$ cat src/rtl/fifo_wr_arb.sv
// fifo_wr_arb
//   Round-robin burst arbiter that lets NREQ write requesters share a single
//   FIFO write port. An idle arbiter picks the next requester, searching
//   upward from the last burst owner with wrap-around. It then holds that
//   owner for a burst. The burst ends on a beat marked last, or once
//   MAX_BURST beats have been written.
//
// Optional feature (define FIFO_WR_ARB_STATS_EN):
//   Adds output beat_cnt. It holds one 16-bit saturating count of accepted
//   beats per requester.
//
// Ports
//   clock      rising-edge clock shared with the FIFO
//   rst        synchronous, active-high reset
//   req_valid  per-requester write request
//   req_data   per-requester data, requester n at [n*DW +: DW]
//   req_last   per-requester end-of-burst marker
//   req_ready  per-requester accept strobe (only the owner's bit can be high)
//   fifo_full  full flag from the FIFO
//   fifo_wr    FIFO write strobe
//   fifo_data  FIFO write data (0 when idle)
//   gnt_id     current owner index, meaningful while busy is high
//   busy       high while a burst is in progress
//   beat_cnt   per-requester accepted-beat counters (FIFO_WR_ARB_STATS_EN only)

module fifo_wr_arb #(
    parameter int unsigned NREQ      = 4,
    parameter int unsigned DW        = 8,
    parameter int unsigned MAX_BURST = 4
) (
    input  logic                    clock,
    input  logic                    rst,
    input  logic [NREQ-1:0]         req_valid,
    input  logic [NREQ*DW-1:0]      req_data,
    input  logic [NREQ-1:0]         req_last,
    output logic [NREQ-1:0]         req_ready,
    input  logic                    fifo_full,
    output logic                    fifo_wr,
    output logic [DW-1:0]           fifo_data,
    output logic [$clog2(NREQ)-1:0] gnt_id,
    output logic                    busy
`ifdef FIFO_WR_ARB_STATS_EN
    ,
    output logic [NREQ*16-1:0]      beat_cnt
`endif
);

    localparam int unsigned IdW   = $clog2(NREQ);
    localparam int unsigned BeatW = $clog2(MAX_BURST + 1);

    typedef enum logic [0:0] {
        StIdle,
        StBurst
    } state_e;

    state_e           state_q, state_d;
    logic [IdW-1:0]   owner_q, owner_d;
    logic [IdW-1:0]   last_q, last_d;      // round-robin pointer
    logic [BeatW-1:0] beat_q, beat_d;

    logic             active;
    logic             xfer;
    logic             owner_valid;
    logic             owner_last;
    logic [BeatW-1:0] beat_inc;
    logic             pick_found;
    logic [IdW-1:0]   pick_id;
    logic [IdW-1:0]   scan_id;

    // ------------------------------------------------------------------
    // Round-robin search: first valid requester at or above last_q + 1,
    // wrapping, so last_q itself is checked last.
    // ------------------------------------------------------------------
    always_comb begin
        pick_found = 1'b0;
        pick_id    = '0;
        scan_id    = '0;
        for (int i = 1; i <= int'(NREQ); i++) begin
            scan_id = IdW'((int'(last_q) + i) % int'(NREQ));
            if (!pick_found && req_valid[scan_id]) begin
                pick_found = 1'b1;
                pick_id    = scan_id;
            end
        end
    end

    // ------------------------------------------------------------------
    // Datapath and outputs
    // ------------------------------------------------------------------
    // Outputs are forced quiet while rst is high. This way a reset that
    // arrives mid-burst drops the write in that same cycle.
    assign active      = (state_q == StBurst) && !rst;
    assign owner_valid = req_valid[owner_q];
    assign owner_last  = req_last[owner_q];
    assign xfer        = active && owner_valid && !fifo_full;
    assign beat_inc    = beat_q + 1'b1;

    always_comb begin
        req_ready = '0;
        fifo_data = '0;
        if (active) begin
            req_ready[owner_q] = !fifo_full;
            fifo_data          = req_data[owner_q*DW +: DW];
        end
    end

    assign fifo_wr = xfer;
    assign busy    = active;
    assign gnt_id  = owner_q;

    // ------------------------------------------------------------------
    // FSM next-state
    // ------------------------------------------------------------------
    always_comb begin
        state_d = state_q;
        owner_d = owner_q;
        last_d  = last_q;
        beat_d  = beat_q;
        unique case (state_q)
            StIdle: begin
                if (pick_found) begin
                    state_d = StBurst;
                    owner_d = pick_id;
                    beat_d  = '0;
                end
            end
            StBurst: begin
                // Stalls (owner not valid, or FIFO full) leave all state alone.
                if (xfer) begin
                    beat_d = beat_inc;
                    if (owner_last || (beat_inc == BeatW'(MAX_BURST))) begin
                        state_d = StIdle;
                        last_d  = owner_q;
                    end
                end
            end
            default: state_d = StIdle;
        endcase
    end

    always_ff @(posedge clock) begin
        if (rst) begin
            state_q <= StIdle;
            owner_q <= '0;
            last_q  <= IdW'(NREQ - 1);  // requester 0 wins first after reset
            beat_q  <= '0;
        end else begin
            state_q <= state_d;
            owner_q <= owner_d;
            last_q  <= last_d;
            beat_q  <= beat_d;
        end
    end

`ifdef FIFO_WR_ARB_STATS_EN
    // ------------------------------------------------------------------
    // Per-requester saturating beat counters
    // ------------------------------------------------------------------
    logic [15:0] cnt_q [NREQ];

    always_ff @(posedge clock) begin
        for (int i = 0; i < int'(NREQ); i++) begin
            if (rst) begin
                cnt_q[i] <= '0;
            end else if (xfer && (owner_q == IdW'(i)) && (cnt_q[i] != 16'hFFFF)) begin
                cnt_q[i] <= cnt_q[i] + 16'd1;
            end
        end
    end

    always_comb begin
        beat_cnt = '0;
        for (int i = 0; i < int'(NREQ); i++) begin
            beat_cnt[i*16 +: 16] = cnt_q[i];
        end
    end
`endif

endmodule

$ cat config.mk
export PLATFORM = sky130hd
export DESIGN_NAME = fifo_wr_arb
export DESIGN_NICKNAME = d
export VERILOG_FILES = /design/src/rtl/fifo_wr_arb.sv
export SDC_FILE = /design/constraint.sdc
export NUM_CORES = 1
export LEC_CHECK = 0
export BUFFER_PORTS_ARGS = -buffer_cell sky130_fd_sc_hd__buf_2
export CORE_ASPECT_RATIO = 1.2
export CORE_MARGIN = 2
export CORE_UTILIZATION = 43
export CTS_CLUSTER_DIAMETER = 120
export DETAILED_ROUTE_END_ITERATION = 7
export PLACE_DENSITY = 0.89
export SLEW_MARGIN = 20
export SYNTH_ARGS = -nofsm -noshare
export SYNTH_HDL_FRONTEND = slang
export SYNTH_SLANG_ARGS = --single-unit
$ cat constraint.sdc
create_clock -name clock -period 4.9 [get_ports clock]
set_input_delay 0 -clock clock [delete_from_list [all_inputs] [get_ports clock]]
set_output_delay 0 -clock clock [all_outputs]
set_load 0.01 [all_outputs]
# ---- After elaboration in Yosys (flattened, before gate mapping)
# Cells that the tools add are included.
dict set report totals {
  register_bits 8
  in_bits 43
  word_cells 68
}
dict set report classes {
  add_sub_neg 5
  n_lt_le_gt_ge 6
  eq_ne 3
  shift 1
  muxes 31
  bitwise 2
  n_reduce_logical 16
}
# op count
set op_table {}
lappend op_table {{$shiftx A32 B6 Y8} 1}
lappend op_table {{$lt A2 B3 Y1 const B} 5}
lappend op_table {{$mux W1} 14}
lappend op_table {{$bmux W1 S2} 6}
lappend op_table {{$mux W2} 4}
lappend op_table {{$mux W8} 1}
lappend op_table {{$logic_and A1 B1 Y1} 7}
lappend op_table {{$mux W3} 2}
lappend op_table {{$pmux W3 S2} 1}
lappend op_table {{$logic_not A1 Y1} 5}
lappend op_table {{$add A2 B1 Y2 const B} 2}
lappend op_table {{$add A2 B2 Y2 const B} 2}
lappend op_table {{$and A4 B4 Y4} 1}
lappend op_table {{$mux W4} 1}
lappend op_table {{$ne A2 B2 Y1 const B} 2}
lappend op_table {{$reduce_and A2 Y1} 2}
lappend op_table {{$add A3 B1 Y3 const B} 1}
lappend op_table {{$eq A3 B3 Y1 const B} 1}
lappend op_table {{$reduce_and A3 Y1} 1}
lappend op_table {{$demux W1 S2} 1}
lappend op_table {{$ge A2 B1 Y1 const B} 1}
lappend op_table {{$pmux W1 S2} 1}
lappend op_table {{$logic_or A1 B1 Y1} 1}
lappend op_table {{$not A1 Y1} 1}

# ---- Longest topological paths before layout
# Gate-level depths: netlist of the first run.
dict set report logic_depth {
  word_depth 15
  ltp_mapped 6
  depth_no_buf 5
}

# ---- Least setup slack after synthesis of the first run
# No wires, ideal clock.
dict set report synth_timing {
  path_type {register to register}
  startpoint {register owner_q[0], in the netlist gnt_id[0]}
  endpoint {register beat_q[2]}
  setup_time_ps 123
  t_arrival_ps 1598
  required_time_ps 4777
  setup_slack_ps 3179
  stages_incl_launch_ff 6
  n_path_buf 1
  period_less_slack_ps 1721
  cell_sequence {dfxtp_1 > buf_6 > mux4_2 > nand2_2 > inv_2 > a311o_2}
}
dict set report synth_between {
  elab_chain_cells 6
}
# element line
set synth_rtl {}
lappend synth_rtl {{start, declared} 57} ;# logic [IdW-1:0] owner_q, owner_d;
lappend synth_rtl {{start signal, assigned} 149} ;# owner_q <= owner_d;
lappend synth_rtl {{$bmux W1 S2} 93} ;# assign owner_valid = req_valid[owner_q];
lappend synth_rtl {{$mux W1 (implied by the code)} 93}
lappend synth_rtl {{$logic_and A1 B1 Y1 (2 in a row)} 95} ;# assign xfer = active && owner_valid && !fifo_full;
lappend synth_rtl {{via fifo_wr} 38} ;# output logic fifo_wr,
lappend synth_rtl {{$ne A2 B2 Y1 (no source line)} --}
lappend synth_rtl {{$reduce_and A2 Y1 (no source line)} --}
lappend synth_rtl {{end signal, assigned} 151} ;# beat_q <= beat_d;
lappend synth_rtl {{end, declared} 59} ;# logic [BeatW-1:0] beat_q, beat_d;
# The timed path passes the listed nets, and every way through them passes these cells. The select of a mux whose other input is x is not followed.
# A chain may end at the register's enable or synchronous reset.

# ---- Worst setup path in the final report of the first run
dict set report layout_timing {
  startpoint {register owner_q[0], in the netlist gnt_id[0]}
  endpoint {register beat_q[2]}
}
dict set report layout_between {
  elab_chain_cells 6
}
# element line
set layout_rtl {}
lappend layout_rtl {{$bmux W1 S2} 93}
lappend layout_rtl {{$mux W1 (implied by the code)} 93}
lappend layout_rtl {{$logic_and A1 B1 Y1 (2 in a row)} 95}
lappend layout_rtl {{$ne A2 B2 Y1 (no source line)} --}
lappend layout_rtl {{$reduce_and A2 Y1 (no source line)} --}
# No other way between the ends. The select of a mux whose other input is x is not followed.

==> results of run 1 <==
[final timing paths]
| path | startpoint | to | slack [ns] | cells past startpoint |
|---|---|---|---|---|
| worst max-delay path | gnt_id[0] | beat_q[2] | 2.77 | 4 |
| worst min register to register | beat_q[1] | beat_q[1] | 0.49 | 2 |
| worst min-delay path | rst | beat_q[0] | 0.07 | 2 |
| worst max register to register | gnt_id[0] | beat_q[2] | 2.77 | 4 |
[stage by stage]
stage | area (sq um) | power [mW] | hold WS, ns | util
6_report | 1140 | 0.200 | 0.0689 | 0.624
5_1_grt | 1140 | 0.210 | 0.0750 | 0.624
4_1_cts | 1140 | 0.200 | 0.0553 | 0.624
3_5_place_dp | 1120 | 0.147 | 0.336 | 0.612
3_3_place_gp | 1120 | 0.145 | 0.327 | 0.612
2_1_floorplan | 832 | 0.120 | 0.153 | -
[power groups by stage]
stage / logic [mW] / clock network, mW / registers, mW
floorplan: 0.0478 / 0 / 0.0722
global placement: 0.0667 / 0 / 0.0785
detailed placement: 0.0683 / 0 / 0.0788
CTS: 0.0687 / 0.0542 / 0.0774
global route: 0.0743 / 0.0571 / 0.0788
finish: 0.0683 / 0.0540 / 0.0773
[cells by family after synthesis]
kind of cell             Yosys count  synth area share
AO/OA/AOI/OAI                     19             0.164
XOR/XNOR                           1            0.0105
adder cells (fa/ha/maj)            2            0.0301
buffers and inverters             11            0.0586
flip-flops                         8             0.192
multiplexers                      10             0.298
AND/OR/NAND/NOR                   35             0.247
[state kept, by name, summed over array words and instances, names as in the netlist]
register,count
gnt_id,2
last_q,2
beat_q,3
state_q,1
[cell type report]
type	instances	area [sq um]
repair buffers	58	290
flip-flops and latches	8	160
inverters	6	22.5
multi-input cells	67	623
well taps	19	23.8
fillers	148	687
clock buffers	3	22.5
[layer usage]
| layer | track usage | share of wire | vias to the layer above |
|---|---|---|---|
| met5 | 0 | 0 | - |
| met4 | 0.146 | 0.043 | 0 |
| met3 | 0.0379 | 0.11 | 11 |
| met2 | 0.375 | 0.52 | 61 |
| met1 | 0.190 | 0.33 | 446 |
| li1 | - | - | 441 |
[cell usage after synthesis, types with 2 or more instances]
cell,instances
clkbuf_1,4
nand3_1,2
ha_1,2
nand2_1,4
nor2_1,6
nor3_1,2
mux4_2,4
mux4_1,6
nor2b_1,10
nand2b_1,4
o21ai_0,4
dfxtp_1,8
inv_1,5
a21oi_1,3
==> flow_metrics.env, run 1 <==
export IMPL_cts_made_buffers=3
export IMPL_netlist_instances=86
export IMPL_final_common_cell="buf_2"
export IMPL_status="complete, no violations"
export IMPL_synth_top_area_share=0.192
export IMPL_ys_flop_type="dfxtp_1"
export IMPL_slew_headroom=0.483
export IMPL_startpoint_type="flop"
export IMPL_syn_num_nets=131
export IMPL_gp_congestion=0.773
export IMPL_dpl_cell_count=158
export IMPL_finalSetupViolCount=0
export IMPL_syn2layout_area_growth_pct=37.3
export IMPL_gr_total_overflow=0
export IMPL_pwr_share_seq=0.387
export IMPL_crit_type="reg -> reg"
export IMPL_worstPathMaxFanout=19
export IMPL_cp_required_ns=5.06
export IMPL_post_cts_setup_buffers=0
export IMPL_die_area_sq_um=2300
export IMPL_drtPass1Iterations=4
export IMPL_switching_share=0.307
export IMPL_drt_iter0_drc=20
export IMPL_clk_pin_slew_ns=0.06
export IMPL_grt_pass1_wl_um=3480
export IMPL_via_per_inst=5.96
export IMPL_synth_warnings=0
export IMPL_grt_antenna_before_repair=0
export IMPL_cts_resized=0
export IMPL_clock_sinks=8
export IMPL_critical_path_slowest_cell="dfxtp_1"
export IMPL_clock_fmax_mhz=470
export IMPL_period_needed_ns=2.13
export IMPL_finalCritPeriodShare=0.434
export IMPL_worst_slew_pin_slew_ns=0.774
export IMPL_post_route_drc_count=0
export IMPL_clkLatencyLatePin_ns=0.27
export IMPL_final_nets=189
export IMPL_ctsHoldBuffers=0
export IMPL_core_rowCount=17
export IMPL_p_int_mw=0.138
export IMPL_slew_viol_final=0
export IMPL_synth_area_leaders="dfxtp_1 19%, mux4_1 19%, mux4_2 11%"
export IMPL_worst_path_buf_inv=1
export IMPL_start_util=0.455
export IMPL_layout_common_cells="58 x buf_2, 10 x nor2b_1, 8 x dfxtp_1"
export IMPL_finClkSkew_ns=0.00747
export IMPL_wl_um=2220
export IMPL_syn_area_sq_um=832
export IMPL_worstPathArrival_ns=2.28
export IMPL_cts_tree="yes"
export IMPL_place_port_buffers=58
export IMPL_hold_viol=0
export IMPL_antenna_cells=0
export IMPL_hold_path_class="in -> reg"
export IMPL_synth_cell_types=36
export IMPL_wl_per_cell_um=13.8
export IMPL_p_comb_frac=0.342
export IMPL_htree_levels=1
export IMPL_crit_family="flip-flops"
export IMPL_instances_no_fill=161
export IMPL_seq_area_frac_synth=0.192
export IMPL_timing_critical_path_slowest_cell_delay_ns=0.82
export IMPL_synth_seq_cells=8
export IMPL_clk_path_buf_depth=2
export IMPL_grt_setup_unrepaired="false"
export IMPL_dp_hpwl_um=1790
export IMPL_core_sq_um=1830
export IMPL_synth_top_area_cell="dfxtp_1"
export IMPL_power_leakage_nw=0.556
export IMPL_ios=59
export IMPL_avgSynthCellArea_sq_um=9.67
export IMPL_pre_cts_ws_ns=2.77
export IMPL_grt_usage=0.202
export IMPL_die_w_um=44.2
export IMPL_maxCapViolCount=0
export IMPL_setup_slack_ns=2.77
export IMPL_async_reset_ff_frac=0
export IMPL_grt_pass1_vias=847
export IMPL_die_h_um=52.2
export IMPL_num_vias=959
export IMPL_cts_root_buffer="clkbuf_4"
export IMPL_power_density_nw_per_um2=175
export IMPL_p_sw_mw=0.0613
export IMPL_finalSetupTns_ns=0
export IMPL_synth_edff_count=0
export IMPL_ant_nets=0
export IMPL_grt_max_degree=20
export IMPL_crit_chain="mux4_2 > nand2_2 > inv_2 > a311o_2"
export IMPL_clkPwrFrac=0.271
export IMPL_drive_above_1_share=0.507
export IMPL_endpoint_kind="flop"
export IMPL_ir_drop_mv=0.104
Note: power is estimated with default switching activity, not from simulation.
==> run 2, diff against run 1 <==
--- a/config.mk
+++ b/config.mk
@@ -5,13 +5,14 @@
 export SDC_FILE = /design/constraint.sdc
 export NUM_CORES = 1
 export LEC_CHECK = 0
+export ABC_AREA = 1
 export BUFFER_PORTS_ARGS = -buffer_cell sky130_fd_sc_hd__buf_2
 export CORE_ASPECT_RATIO = 1.2
 export CORE_MARGIN = 2
 export CORE_UTILIZATION = 43
 export CTS_CLUSTER_DIAMETER = 120
 export DETAILED_ROUTE_END_ITERATION = 7
-export PLACE_DENSITY = 0.89
+export PLACE_DENSITY = 0.85
 export SLEW_MARGIN = 20
 export SYNTH_ARGS = -nofsm -noshare
 export SYNTH_HDL_FRONTEND = slang
==> constraint.sdc (replaced) <==
create_clock -name clock -period 2.18 [get_ports clock]
set_input_delay 0 -clock clock [delete_from_list [all_inputs] [get_ports clock]]
set_output_delay 0 -clock clock [all_outputs]
set_load 0.01 [all_outputs]
==> run 2 against run 1 <==
Against the previous run:
- clock power is 110% higher
- non-clock buffer count increased by 1
- utilization up 0.47 points
- sequential share of layout area shrank 1.7 points
- first-iteration DRC count increased by 70%
- via count grew 27%
- die area rose by 13%
- wire length increased by 20%
- largest power group is now combinational logic
==> flow_metrics.env, run 2 <==
export IMPL_crit_end="gnt_id[0]"
export IMPL_largest_register_ffs=3
export IMPL_ios=59
export IMPL_r2r_start="last_q[0]"
export IMPL_die_area_sq_um=2610
export IMPL_cts_made_buffers=3
export IMPL_pwr_share_seq=0.270
export IMPL_num_vias=1219
export IMPL_gr_total_overflow=0
export IMPL_netlist_instances=157
export IMPL_r2r_cells=9
export IMPL_finClkSkew_ns=0.00503
export IMPL_htree_levels=1
export IMPL_wl_um=2670
export IMPL_worstPathMaxFanout=9
export IMPL_grt_pass1_vias=1066
export IMPL_crit_chain="inv_6 > nand2_1 > nand2_1 > o21ai_1 > inv_1 > nand3_4 > nand2_4 > a21oi_1 > nor2_1"
export IMPL_ys_flop_type="dfxtp_1"
export IMPL_clock_sinks=8
export IMPL_largest_register="beat_q"
export IMPL_dp_hpwl_um=2250
export IMPL_clkPwrFrac=0.172
export IMPL_crit_top_cell="nand2_1"
export IMPL_core_rowCount=18
export IMPL_clkLatencyLatePin_ns=0.26
export IMPL_drive_above_1_share=0.413
export IMPL_power_density_nw_per_um2=517
export IMPL_finalCritPeriodShare=0.713
export IMPL_synth_most_common_cell="nand2_1"
export IMPL_p_int_mw=0.369
export IMPL_antenna_cells=0
export IMPL_clk_path_buf_depth=2
export IMPL_worstPathArrival_ns=1.71
export IMPL_status="complete, no violations"
export IMPL_drtPass1Iterations=4
export IMPL_die_h_um=55.6
export IMPL_synth_edff_count=0
export IMPL_p_sw_mw=0.306
export IMPL_syn_area_sq_um=955
export IMPL_num_fill_cells=207
export IMPL_synth_warnings=0
export IMPL_total_power_mw=0.674
export IMPL_synth_seq_cells=8
export IMPL_slew_viol_final=0
export IMPL_reg2reg_to="gnt_id[0]"
export IMPL_holdWs_ns=0.188
export IMPL_final_common_cell="buf_2"
export IMPL_cp_required_ns=2.33
export IMPL_timing_critical_path_slowest_cell_delay_ns=0.55
export IMPL_worst_slew_pin_slew_ns=0.391
export IMPL_avgSynthCellArea_sq_um=6.08
export IMPL_ant_nets=0
export IMPL_r2r_slack_ns=0.63
export IMPL_syn2layout_area_growth_pct=36.6
export IMPL_period_needed_ns=1.55
export IMPL_die_w_um=47.0
export IMPL_cts_tree="yes"
export IMPL_grt_max_degree=11
export IMPL_grt_usage=0.226
export IMPL_start_util=0.461
export IMPL_wl_per_cell_um=10.8
export IMPL_critical_path_slowest_cell="dfxtp_1"
export IMPL_clk_pin_slew_ns=0.05
export IMPL_hold_viol=0
export IMPL_power_leakage_nw=0.724
export IMPL_synth_top_area_share=0.224
export IMPL_grt_setup_unrepaired="false"
export IMPL_place_port_buffers=58
export IMPL_slew_headroom=0.739
export IMPL_synth_top_area_cell="nand2_1"
export IMPL_maxCapViolCount=0
export IMPL_cts_resized=0
export IMPL_layout_common_cells="58 x buf_2, 57 x nand2_1, 13 x nand3_1"
export IMPL_final_nets=265
export IMPL_startpoint_type="flop"
export IMPL_via_per_inst=4.92
export IMPL_syn_num_nets=202
export IMPL_crit_start="last_q[0]"
export IMPL_finalSetupTns_ns=0
export IMPL_p_comb_frac=0.558
export IMPL_ir_drop_mv=0.409
export IMPL_synthTopCellsByCount="57 x nand2_1, 13 x nand3_1, 11 x nor2_1, 9 x a22oi_1, 9 x inv_1"
export IMPL_grt_antenna_before_repair=0
export IMPL_async_reset_ff_frac=0
export IMPL_synth_area_leaders="nand2_1 22%, dfxtp_1 17%, a22oi_1 7.1%"
export IMPL_drt_iter0_drc=34
export IMPL_fin_util=0.629
export IMPL_post_route_drc_count=0
export IMPL_seq_area_frac_synth=0.168
export IMPL_endpoint_kind="flop"
export IMPL_finalSetupViolCount=0
export IMPL_grt_pass1_wl_um=4460
export IMPL_core_sq_um=2070
export IMPL_gp_congestion=0.883
export IMPL_switching_share=0.453
export IMPL_cts_root_buffer="clkbuf_4"
export IMPL_crit_type="reg -> reg"
export IMPL_hold_path_class="in -> reg"
export IMPL_synth_cell_types=27
export IMPL_clock_fmax_mhz=643
-- run 2: changes by cell type after synthesis, moves of 6 or more --
cell / before / now
nand2_1: 4 / 57
nand3_1: 2 / 13
nor2b_1: 10 / 0
a22oi_1: 0 / 9
a31oi_1: 1 / 8
inv_2: 1 / 8
mux4_1: 6 / 0
nand2_2: 1 / 7
-- run 2: layer usage --
layer  track usage  wire length [um]  vias to the layer above
met5             0                 0                        -
li1              -                 -                      646
met2         0.346              1340                       39
met1         0.298              1130                      528
met4        0.0873                51                        0
met3        0.0519               138                        6
-- run 2: stage by stage --
step | setup WS (ns) | instances | area [sq um]
floorplan | 0.823 | 157 | 955
global placement | 0.659 | 244 | 1270
detailed placement | 0.637 | 244 | 1270
CTS | 0.617 | 248 | 1300
global route | 0.406 | 248 | 1300
finish | 0.625 | 248 | 1300
-- run 2: power by group through the flow --
stage | logic [mW] | registers, mW | clock network, mW
2_1_floorplan | 0.264 | 0.183 | 0
3_3_place_gp | 0.373 | 0.184 | 0
3_5_place_dp | 0.375 | 0.185 | 0
4_1_cts | 0.378 | 0.182 | 0.120
5_1_grt | 0.423 | 0.185 | 0.127
6_report | 0.376 | 0.182 | 0.116
-- run 2: area by class of cell --
type | instances | area (sq um) | area share
timing repair buffer | 59 | 300 | 0.230
sequential | 8 | 160 | 0.123
clock buffer | 3 | 22.5 | 0.0173
tap | 30 | 37.5 | 0.0288
inverter | 19 | 76.3 | 0.0585
multi-input combinational | 129 | 707 | 0.542
-- run 2: what timing repair did --
item | in CTS | in global routing
hold endpoints to repair | 1 | 0
setup buffers | 0 | 0
hold buffers | 1 | 0
-- run 2: worst max-delay path: cells and delay by family, from the launching register on --
kind	cells	cell delay, ns
DFF	1	0.55
buffers and inverters	2	0.18
AOI/OAI and AO/OA	2	0.31
and+or+nand+nor	5	0.40
-- run 2: kinds of logic after synthesis --
group,synth area share
AOI/OAI and AO/OA,0.190
buffers and inverters,0.0917
xor gates and xnor gates,0.00918
adders and majority gates,0.0262
and+or+nand+nor,0.515
DFF,0.168
-- run 2: worst min path at each step --
stage / start / end / slack [ns] / cells after the start
6_report: req_last[3] / last_q[1] / 0.19 / 5
5_1_grt: fifo_full / beat_q[2] / 0.23 / 6
4_1_cts: req_last[3] / last_q[1] / 0.19 / 5
3_5_place_dp: rst / state_q / 0.24 / 2
3_3_place_gp: rst / state_q / 0.24 / 2
2_1_floorplan: rst / busy / 0.04 / 1
==> run 3, diff against run 2 <==
==> constraint.sdc (replaced) <==
create_clock -name clock -period 1.45 [get_ports clock]
set_input_delay 0 -clock clock [delete_from_list [all_inputs] [get_ports clock]]
set_output_delay 0 -clock clock [all_outputs]
set_load 0.01 [all_outputs]
==> run 3 against run 2 <==
Against the previous run:
- design area is 21% higher
- setup slack worse by 0.57 ns
- sequential share of layout area is 1.2 points lower
- wire length is 20% higher
- critical path depth is 2 higher
- highest routed layer unchanged
- clock power is 51% higher
- largest cell class unchanged
- die area stayed put
==> flow_metrics.env, run 3 (synthesis gave the netlist of run 2 again) <==
export IMPL_largest_register="beat_q"
export IMPL_endpoint_kind="flop"
export IMPL_dp_hpwl_um=2300
export IMPL_crit_family="simple AND/OR/NAND/NOR gates"
export IMPL_gr_total_overflow=0
export IMPL_wl_per_cell_um=12.1
export IMPL_crit_type="reg -> reg"
export IMPL_finClkSkew_ns=0.00611
export IMPL_final_nets=280
export IMPL_drt_iter0_drc=42
export IMPL_via_per_inst=5.01
export IMPL_die_w_um=47.0
export IMPL_antenna_cells=0
export IMPL_clock_fmax_mhz=716
export IMPL_place_port_buffers=58
export IMPL_grt_pass1_vias=1109
export IMPL_startpoint_type="flop"
export IMPL_htree_levels=1
export IMPL_total_power_mw=1.19
export IMPL_cts_root_buffer="clkbuf_4"
export IMPL_power_density_nw_per_um2=755
export IMPL_fin_util=0.760
export IMPL_clock_sinks=8
export IMPL_slew_viol_final=0
export IMPL_grt_antenna_before_repair=0
export IMPL_hold_path_class="in -> reg"
export IMPL_holdWs_ns=0.178
export IMPL_gp_congestion=0.848
export IMPL_ir_drop_mv=0.688
export IMPL_finalCritPeriodShare=0.963
export IMPL_critical_path_slowest_cell="dfxtp_4"
export IMPL_core_rowCount=18
export IMPL_core_sq_um=2070
export IMPL_worst_path_buf_inv=2
export IMPL_instances_no_fill=263
export IMPL_worst_slew_pin_slew_ns=0.219
export IMPL_period_needed_ns=1.40
export IMPL_worstPathMaxFanout=9
export IMPL_clk_pin_slew_ns=0.06
export IMPL_largest_register_ffs=3
export IMPL_clkLatencyLatePin_ns=0.26
export IMPL_clk_path_buf_depth=2
export IMPL_pre_cts_ws_ns=-0.0211
export IMPL_dpl_cell_count=252
export IMPL_die_h_um=55.6
export IMPL_hold_viol=0
export IMPL_grt_setup_unrepaired="true"
export IMPL_maxCapViolCount=0
export IMPL_wl_um=3190
export IMPL_cts_made_buffers=3
export IMPL_cp_required_ns=1.61
export IMPL_syn2layout_area_growth_pct=65.0
export IMPL_fin_area_sq_um=1580
export IMPL_grt_pass1_wl_um=4570
export IMPL_power_leakage_nw=0.857
export IMPL_place_area_sq_um=1340
export IMPL_drive_above_1_share=0.579
export IMPL_drtPass1Iterations=4
export IMPL_slew_headroom=0.854
export IMPL_setup_slack_ns=0.0530
export IMPL_post_route_drc_count=0
export IMPL_num_fill_cells=170
export IMPL_timing_critical_path_slowest_cell_delay_ns=0.36
export IMPL_layout_common_cells="58 x buf_2, 41 x nand2_1, 17 x nand2_2"
export IMPL_final_common_cell="buf_2"
export IMPL_grt_usage=0.229
export IMPL_ios=59
export IMPL_worstPathArrival_ns=1.56
export IMPL_ant_nets=0
export IMPL_crit_chain="buf_12 > inv_8 > nand2_2 > nand2_2 > nand2_2 > nand2_4 > nor2_1 > nor2_1 > nand2_1 > a21oi_2 > nor2_1"
export IMPL_grt_max_degree=10
export IMPL_num_vias=1318
export IMPL_die_area_sq_um=2610
export IMPL_status="complete, no violations"
export IMPL_finalSetupViolCount=0
export IMPL_cts_tree="yes"
export IMPL_finalSetupTns_ns=0
export IMPL_start_util=0.461
## run 3: cell types whose count changed in the layout (fill, tap and decap cells not counted), sizes merged
cell,delta
inv,+1
clkinv,-1
buf,+15
## run 3: path summary, 6_finish.rpt
check             slack [ns]         from   endpoint  cells after the start
setup / recovery        0.05    last_q[0]  gnt_id[0]                     11
hold / removal          0.18  req_last[3]  last_q[0]                      5
setup reg to reg        0.05    last_q[0]  gnt_id[0]                     11
hold reg to reg         0.50    beat_q[2]  beat_q[2]                      2
## run 3: area by class of cell
cell class	count	area, sq um	area share
repair buffers	74	442	0.280
flip-flops and latches	8	175	0.111
multi-input cells	129	817	0.519
inverters	19	81.3	0.0516
clock buffers	3	22.5	0.0143
well taps	30	37.5	0.0238
## run 3: worst reg2reg max path, stage by stage (launching register included)
cell     delay [ns]
dfxtp_4        0.36
buf_12         0.13
inv_8          0.08
nand2_2        0.06
nand2_2        0.08
nand2_2        0.06
nand2_4        0.09
nor2_1         0.07
nor2_1         0.10
nand2_1        0.08
a21oi_2        0.12
nor2_1         0.06
## run 3: power breakdown
part           total (mW)  internal (mW)  switching (mW)
registers           0.281          0.245          0.0363
logic               0.734          0.317           0.416
clock network       0.175         0.0950          0.0803
## run 3: repair_timing
item / in CTS / in global routing
hold buffers: 1 / 0
pin swaps: 1 / 13
hold endpoints to repair: 1 / 0
setup buffers: 1 / 6
gates resized for setup: 3 / 40
setup endpoints to repair: 13 / 17
## run 3: metal layers
layer,track usage,vias to the layer above,routed length (um)
li1,-,676,-
met1,0.305,591,1300
met2,0.368,43,1720
met3,0.0390,8,108
met4,0.0675,0,62
met5,0,-,0
